$ cat config.mk
export PLATFORM = sky130hd
export DESIGN_NAME = uart_tx_arbiter
export DESIGN_NICKNAME = d
export VERILOG_FILES = /design/src/rtl/uart_tx_arbiter.sv
export SDC_FILE = /design/constraint.sdc
export NUM_CORES = 1
export LEC_CHECK = 0
export ABC_CLOCK_PERIOD_IN_PS = 2190
export CAP_MARGIN = 15
export CORE_ASPECT_RATIO = 0.5
export CORE_MARGIN = 3
export CORE_UTILIZATION = 35
export DETAILED_ROUTE_END_ITERATION = 6
export DONT_BUFFER_PORTS = 1
export HOLD_SLACK_MARGIN = 0.02
export SYNTH_ARGS = -nofsm -noshare
export SYNTH_HDL_FRONTEND = slang
export SYNTH_SLANG_ARGS = --single-unit
$ cat constraint.sdc
create_clock -name clk_in -period 2.19 [get_ports clk_in]
set_input_delay 0.3285 -clock clk_in [delete_from_list [all_inputs] [get_ports clk_in]]
set_output_delay 0.3285 -clock clk_in [all_outputs]
set_load 0.1 [all_outputs]
$ cat src/rtl/uart_tx_arbiter.sv
// uart_tx_arbiter: shares one UART tx between NUM_REQ byte producers and holds each byte for a counted frame.
// Define UART_TX_ARB_FIXED_PRI_EN for lowest-index-wins priority instead of round-robin.
module uart_tx_arbiter #(
  parameter int NUM_REQ    = 4,
  parameter int DIVISOR    = 6771,
  parameter int PKT_LEN    = 8,
  parameter int GAP_CYCLES = 6771
) (
  input  logic                       clk_in,
  input  logic                       rst_n_in,
  input  logic [NUM_REQ-1:0]         req_valid_in,
  input  logic [NUM_REQ*8-1:0]       req_data_in,
  output logic [NUM_REQ-1:0]         req_ready_out,
  output logic                       trigger_out,
  output logic [7:0]                 val_out,
  output logic                       busy_out,
  output logic [$clog2(NUM_REQ)-1:0] grant_id_out
);
  localparam int IW = $clog2(NUM_REQ);
  localparam logic [63:0] FRAME_W = (64'(PKT_LEN) + 64'd2) * 64'(DIVISOR) + 64'(GAP_CYCLES);
  localparam logic [31:0] FRAME_CYCLES = FRAME_W[31:0];

  if (NUM_REQ < 2 || NUM_REQ > 8 || GAP_CYCLES < 2 || FRAME_W > 64'hFFFF_FFFF) begin : g_param_chk
    $error("uart_tx_arbiter: illegal parameters or FRAME_CYCLES exceeds 32 bits");
  end

  typedef enum logic [1:0] {IDLE, TRIG, HOLD} state_t;

  state_t        state, state_nxt;
  logic [31:0]   cnt, cnt_nxt;
  logic [IW-1:0] base, win;
  logic          found, xfer;

`ifdef UART_TX_ARB_FIXED_PRI_EN
  assign base = '0;
`else
  logic [IW-1:0] ptr;
  assign base = ptr;
  always_ff @(posedge clk_in or negedge rst_n_in)
    if (!rst_n_in)
      ptr <= '0;
    else if (xfer)
      ptr <= (win == IW'(NUM_REQ - 1)) ? '0 : win + 1'b1;
`endif

  // First asserted valid searching upward from base, wrapping at NUM_REQ.
  always_comb begin
    win   = '0;
    found = 1'b0;
    for (int k = 0; k < NUM_REQ; k++)
      if (!found && req_valid_in[IW'((int'(base) + k) % NUM_REQ)]) begin
        found = 1'b1;
        win   = IW'((int'(base) + k) % NUM_REQ);
      end
  end

  assign xfer          = (state == IDLE) && found;
  assign req_ready_out = xfer ? (NUM_REQ'(1) << win) : '0;
  assign trigger_out   = (state == TRIG);
  assign busy_out      = (state != IDLE);

  always_comb begin
    state_nxt = state;
    cnt_nxt   = cnt;
    case (state)
      IDLE: state_nxt = found ? TRIG : IDLE;
      TRIG: begin
        state_nxt = HOLD;
        cnt_nxt   = FRAME_CYCLES - 1;
      end
      HOLD: begin
        state_nxt = (cnt == '0) ? IDLE : HOLD;
        cnt_nxt   = (cnt == '0) ? cnt : cnt - 1;
      end
      default: state_nxt = IDLE;
    endcase
  end

  // Reset lands in HOLD so a frame still in flight inside tx can finish.
  always_ff @(posedge clk_in or negedge rst_n_in)
    if (!rst_n_in) begin
      state        <= HOLD;
      cnt          <= FRAME_CYCLES - 1;
      val_out      <= 8'hFF;
      grant_id_out <= '0;
    end else begin
      state <= state_nxt;
      cnt   <= cnt_nxt;
      if (xfer) begin
        val_out      <= req_data_in[8*win +: 8];
        grant_id_out <= win;
      end
    end
endmodule

==> results.sh <==
export IMPL_top_cell_type_by_total_area_after_synthesis="sky130_fd_sc_hd__dfrtp_1"
export IMPL_critPathArrivalTime_ns=1.91
export IMPL_cts_tree="done"
export IMPL_post_dp_hpwl_um=5140
export IMPL_floorplan_die_area_um2=9180
export IMPL_synth_top_flop_cell="sky130_fd_sc_hd__dfrtp_1"
export IMPL_drcViolationCount=0
export IMPL_globalRoute_totalOverflow=0
export IMPL_failed_checks="setup timing"
export IMPL_postSynthAreaPerCell_um2=9.43
export IMPL_critical_path_top_delay_family="compound AO/OA/AOI/OAI gates"
export IMPL_met1Wirelength_um=3170
export IMPL_core_rowCount=22
export IMPL_tightest_slew_ns=0.908
export IMPL_io_buffers=0
export IMPL_seq_power_share=0.420
export IMPL_setup_reg_to_reg_worst_slack_ns=0.01
export IMPL_antenna_cells=0
export IMPL_clock_power_share=0.165
export IMPL_top_layer="met4"
export IMPL_gp_congestion=0.797
export IMPL_slowest_stage="sky130_fd_sc_hd__dfrtp_2"
export IMPL_ys_seq_elements=46
export IMPL_antenna_nets_post_route=0
export IMPL_timing_final_setup_violations=4
export IMPL_finalNetCount=376
export IMPL_yosysWarnings=0
export IMPL_rsz_0062_raised_after_global_routing="true"
export IMPL_most_frequent_standard_cell_in_the_layout_excluding_fill_and_tap_cells="sky130_fd_sc_hd__buf_4"
export IMPL_synth_fp_nets=340
export IMPL_layout_area_overhead_vs_synth_pct=26.8
export IMPL_die_x_um=132
export IMPL_boundaryPins=54
export IMPL_avgRoutedWirePerCell_um=16.3
export IMPL_combinationalPowerShare=0.415
export IMPL_synth_seq_area_share=0.418
export IMPL_layout_cells_most_common_list="37 x sky130_fd_sc_hd__buf_4, 32 x sky130_fd_sc_hd__nand2_1, 29 x sky130_fd_sc_hd__dfrtp_1"
export IMPL_yosys_cell_types_count=53
export IMPL_worst_setup_margin_ns=-0.0474
export IMPL_run_status="complete, but fails checks"
export IMPL_share_of_the_clock_period_used_by_the_worst_path_after_layout=1.02
export IMPL_synth_largest_type_area_fraction=0.268
export IMPL_start_util=0.371
export IMPL_internal_power_mw=2.25
export IMPL_timing_critical_path_buf_inv=1
export IMPL_post_synth_instance_area_um2=2800
export IMPL_timing_critical_path_required_ns=1.86
export IMPL_antenna_violations_before_repair=0
export IMPL_via_count_of_the_first_global_routing_pass=2492
export IMPL_core_area_um2=7540
export IMPL_setup_worst_path_end_class="output pin"
export IMPL_holdCritPathClass="primary input to flip-flop"
export IMPL_clockRootBuffer="sky130_fd_sc_hd__clkbuf_16"
export IMPL_postSynth_asyncResetShare=1.00
export IMPL_power_leakage_nw=1.46
export IMPL_drive_above_1_share=0.326
export IMPL_timing_critical_path_from_type="flip-flop"
export IMPL_timing_clock_skew_ns=0.00488
export IMPL_maxCapViolCount=0
export IMPL_relSlewSlack=0.395
export IMPL_number_of_enable_flip_flop_cells_after_synthesis=0
export IMPL_final_min_clock_period_ns=2.24
export IMPL_post_synth_inst_count=297
export IMPL_cpPeakStageDelay_ns=0.46
export IMPL_route_vias_total=2488
export IMPL_r2r_start="cnt[5]"
export IMPL_path_cells="a21oi_1 > o21a_1 > o22a_2 > buf_4 > ha_4 > and3_4"
export IMPL_clock_tree_htree_level_count=2
export IMPL_met2_wl_um=3500
export IMPL_netSwitchingFraction=0.508
export IMPL_yosys_top_cells_area="sky130_fd_sc_hd__dfrtp_1 27%, sky130_fd_sc_hd__dfstp_2 15%, sky130_fd_sc_hd__mux2i_1 9.3%, sky130_fd_sc_hd__nand2_1 4.4%, sky130_fd_sc_hd__nor2_1 2.9%"
export IMPL_post_drt_via_cell_ratio=5.63
export IMPL_clkSinkCount=46
export IMPL_number_of_clock_buffers_inserted_by_tritoncts=5
export IMPL_hold_slack_ns=0.251
export IMPL_clk_pin_slew_worst_paths_ns=0.07
export IMPL_power_ir_vdd_worst_mv=0.917
export IMPL_detailedRoute_firstIterationViolations=113
export IMPL_drt_wl_total_um=7230
export IMPL_timing_reg2reg_worst_path_depth=6
export IMPL_count_of_endpoints_failing_hold_in_the_final_timing_report=0
export IMPL_power_density_nw_per_um2=1290
export IMPL_critical_path_peak_fanout=6
export IMPL_layout_core_utilization=0.471
export IMPL_slew_viol_final=0
export IMPL_crit_start="base[1]"
export IMPL_min_from="req_data_in[3]"
export IMPL_tritonroute_pass_1_iters=4
export IMPL_critical_path_type="flip-flop to output pin"
export IMPL_ctsLongestPathBuffers=2
export IMPL_worst_setup_path_endpoint="req_ready_out[2]"
export IMPL_dr_wl_met3_um=441
export IMPL_p_sw_mw=2.32
export IMPL_layout_filler_cells=722
export IMPL_regToRegEndpoint="cnt[23]"
export IMPL_path_depth=6
export IMPL_groute_usage_overall=0.158
export IMPL_grt_pass1_wl_um=11900
export IMPL_clock_insertion_delay_worst_skew_ns=0.28
export IMPL_grt_start_max_net_pins=47
export IMPL_timing_fmax_mhz=447
export IMPL_die_height_um=69.3
## power by group through the flow
stage / clock [mW] / sequential, mW / combinational [mW]
final: 0.753 / 1.92 / 1.89
after global routing: 0.810 / 1.94 / 2.05
after CTS: 0.765 / 1.91 / 1.87
after detailed placement: 0 / 1.92 / 1.80
after global placement: 0 / 1.91 / 1.74
after floorplan: 0 / 1.91 / 1.31
## synth_stat cells (5+ instances only)
library cell,n
sky130_fd_sc_hd__nand4_1,10
sky130_fd_sc_hd__a21oi_1,9
sky130_fd_sc_hd__dfrtp_1,30
sky130_fd_sc_hd__o211ai_1,5
sky130_fd_sc_hd__dfstp_2,16
sky130_fd_sc_hd__o21ai_0,10
sky130_fd_sc_hd__clkbuf_1,11
sky130_fd_sc_hd__nand3_1,5
sky130_fd_sc_hd__nor4_1,10
sky130_fd_sc_hd__nor2_1,22
sky130_fd_sc_hd__mux2i_1,26
sky130_fd_sc_hd__or3_1,7
sky130_fd_sc_hd__nand2_1,33
sky130_fd_sc_hd__nor3_1,12
sky130_fd_sc_hd__ha_1,5
sky130_fd_sc_hd__or4_1,6
sky130_fd_sc_hd__and3_1,5
sky130_fd_sc_hd__inv_1,11
sky130_fd_sc_hd__o31a_1,5
sky130_fd_sc_hd__a211oi_1,9
## cell families after synthesis
family | count (synthesis) | share of synthesized area
buf+inv | 26 | 0.0371
compound gates | 59 | 0.152
mux | 28 | 0.101
flops | 46 | 0.418
simple gates | 133 | 0.269
fa+ha+maj | 5 | 0.0223
## registers in the layout, summed over array words and instances, names as in the netlist
register	cells
base	2
state	2
val_out	8
grant_id_out	2
cnt	32
## worst reg2reg max path, stage by stage, from the launching register on
cell and delay [ns]:
sky130_fd_sc_hd__dfstp_2 0.37, sky130_fd_sc_hd__or4_4 0.57, sky130_fd_sc_hd__nor4b_4 0.33, sky130_fd_sc_hd__buf_4 0.16
sky130_fd_sc_hd__nand4_1 0.11, sky130_fd_sc_hd__or4_1 0.53, sky130_fd_sc_hd__nand2_1 0.07
## through the flow
stage	cells	setup WS (ns)	power (mW)	setup TNS, ns	cell area (µm²)
after global placement	422	0.0386	3.66	0	3200
after floorplan	297	-0.0525	3.22	-0.178	2900
final	442	-0.0474	4.56	-0.0738	3550
after detailed placement	422	-0.0228	3.72	-0.0240	3200
after CTS	436	-0.0136	4.54	-0.0136	3430
after global routing	442	-0.111	4.80	-0.599	3550
## layout make-up
class | count | area, µm² | share of cell area
Clock buffer | 5 | 125 | 0.0352
Inverter | 12 | 50.0 | 0.0141
Timing Repair Buffer | 43 | 378 | 0.106
Clock inverter | 3 | 21.3 | 0.00599
Multi-Input combinational cell | 225 | 1670 | 0.470
Tap cell | 108 | 135 | 0.0381
Sequential cell | 46 | 1170 | 0.330
## metal layers
layer / GRT usage / up-vias
met2: 0.270 / 91
met1: 0.192 / 1195
met3: 0.0406 / 12
li1: - / 1190
met5: 0 / -
met4: 0.0588 / 0
## worst min-delay path by stage
stage / depth (start not counted) / slack, ns / endpoint
floorplan: 0 / 0.03 / base[0]
global placement: 0 / 0.04 / base[1]
detailed placement: 0 / 0.04 / base[0]
CTS: 2 / 0.25 / val_out[3]
global route: 2 / 0.26 / val_out[7]
finish: 2 / 0.25 / val_out[3]
## what timing repair did
item,CTS,global route
hold buffers,2,0
hold endpoints to repair,46,0
setup endpoints to repair,6,24
pin swaps,4,11
gates resized for setup,6,16
setup buffers,4,6
Note: power is estimated with default switching activity, not from simulation.
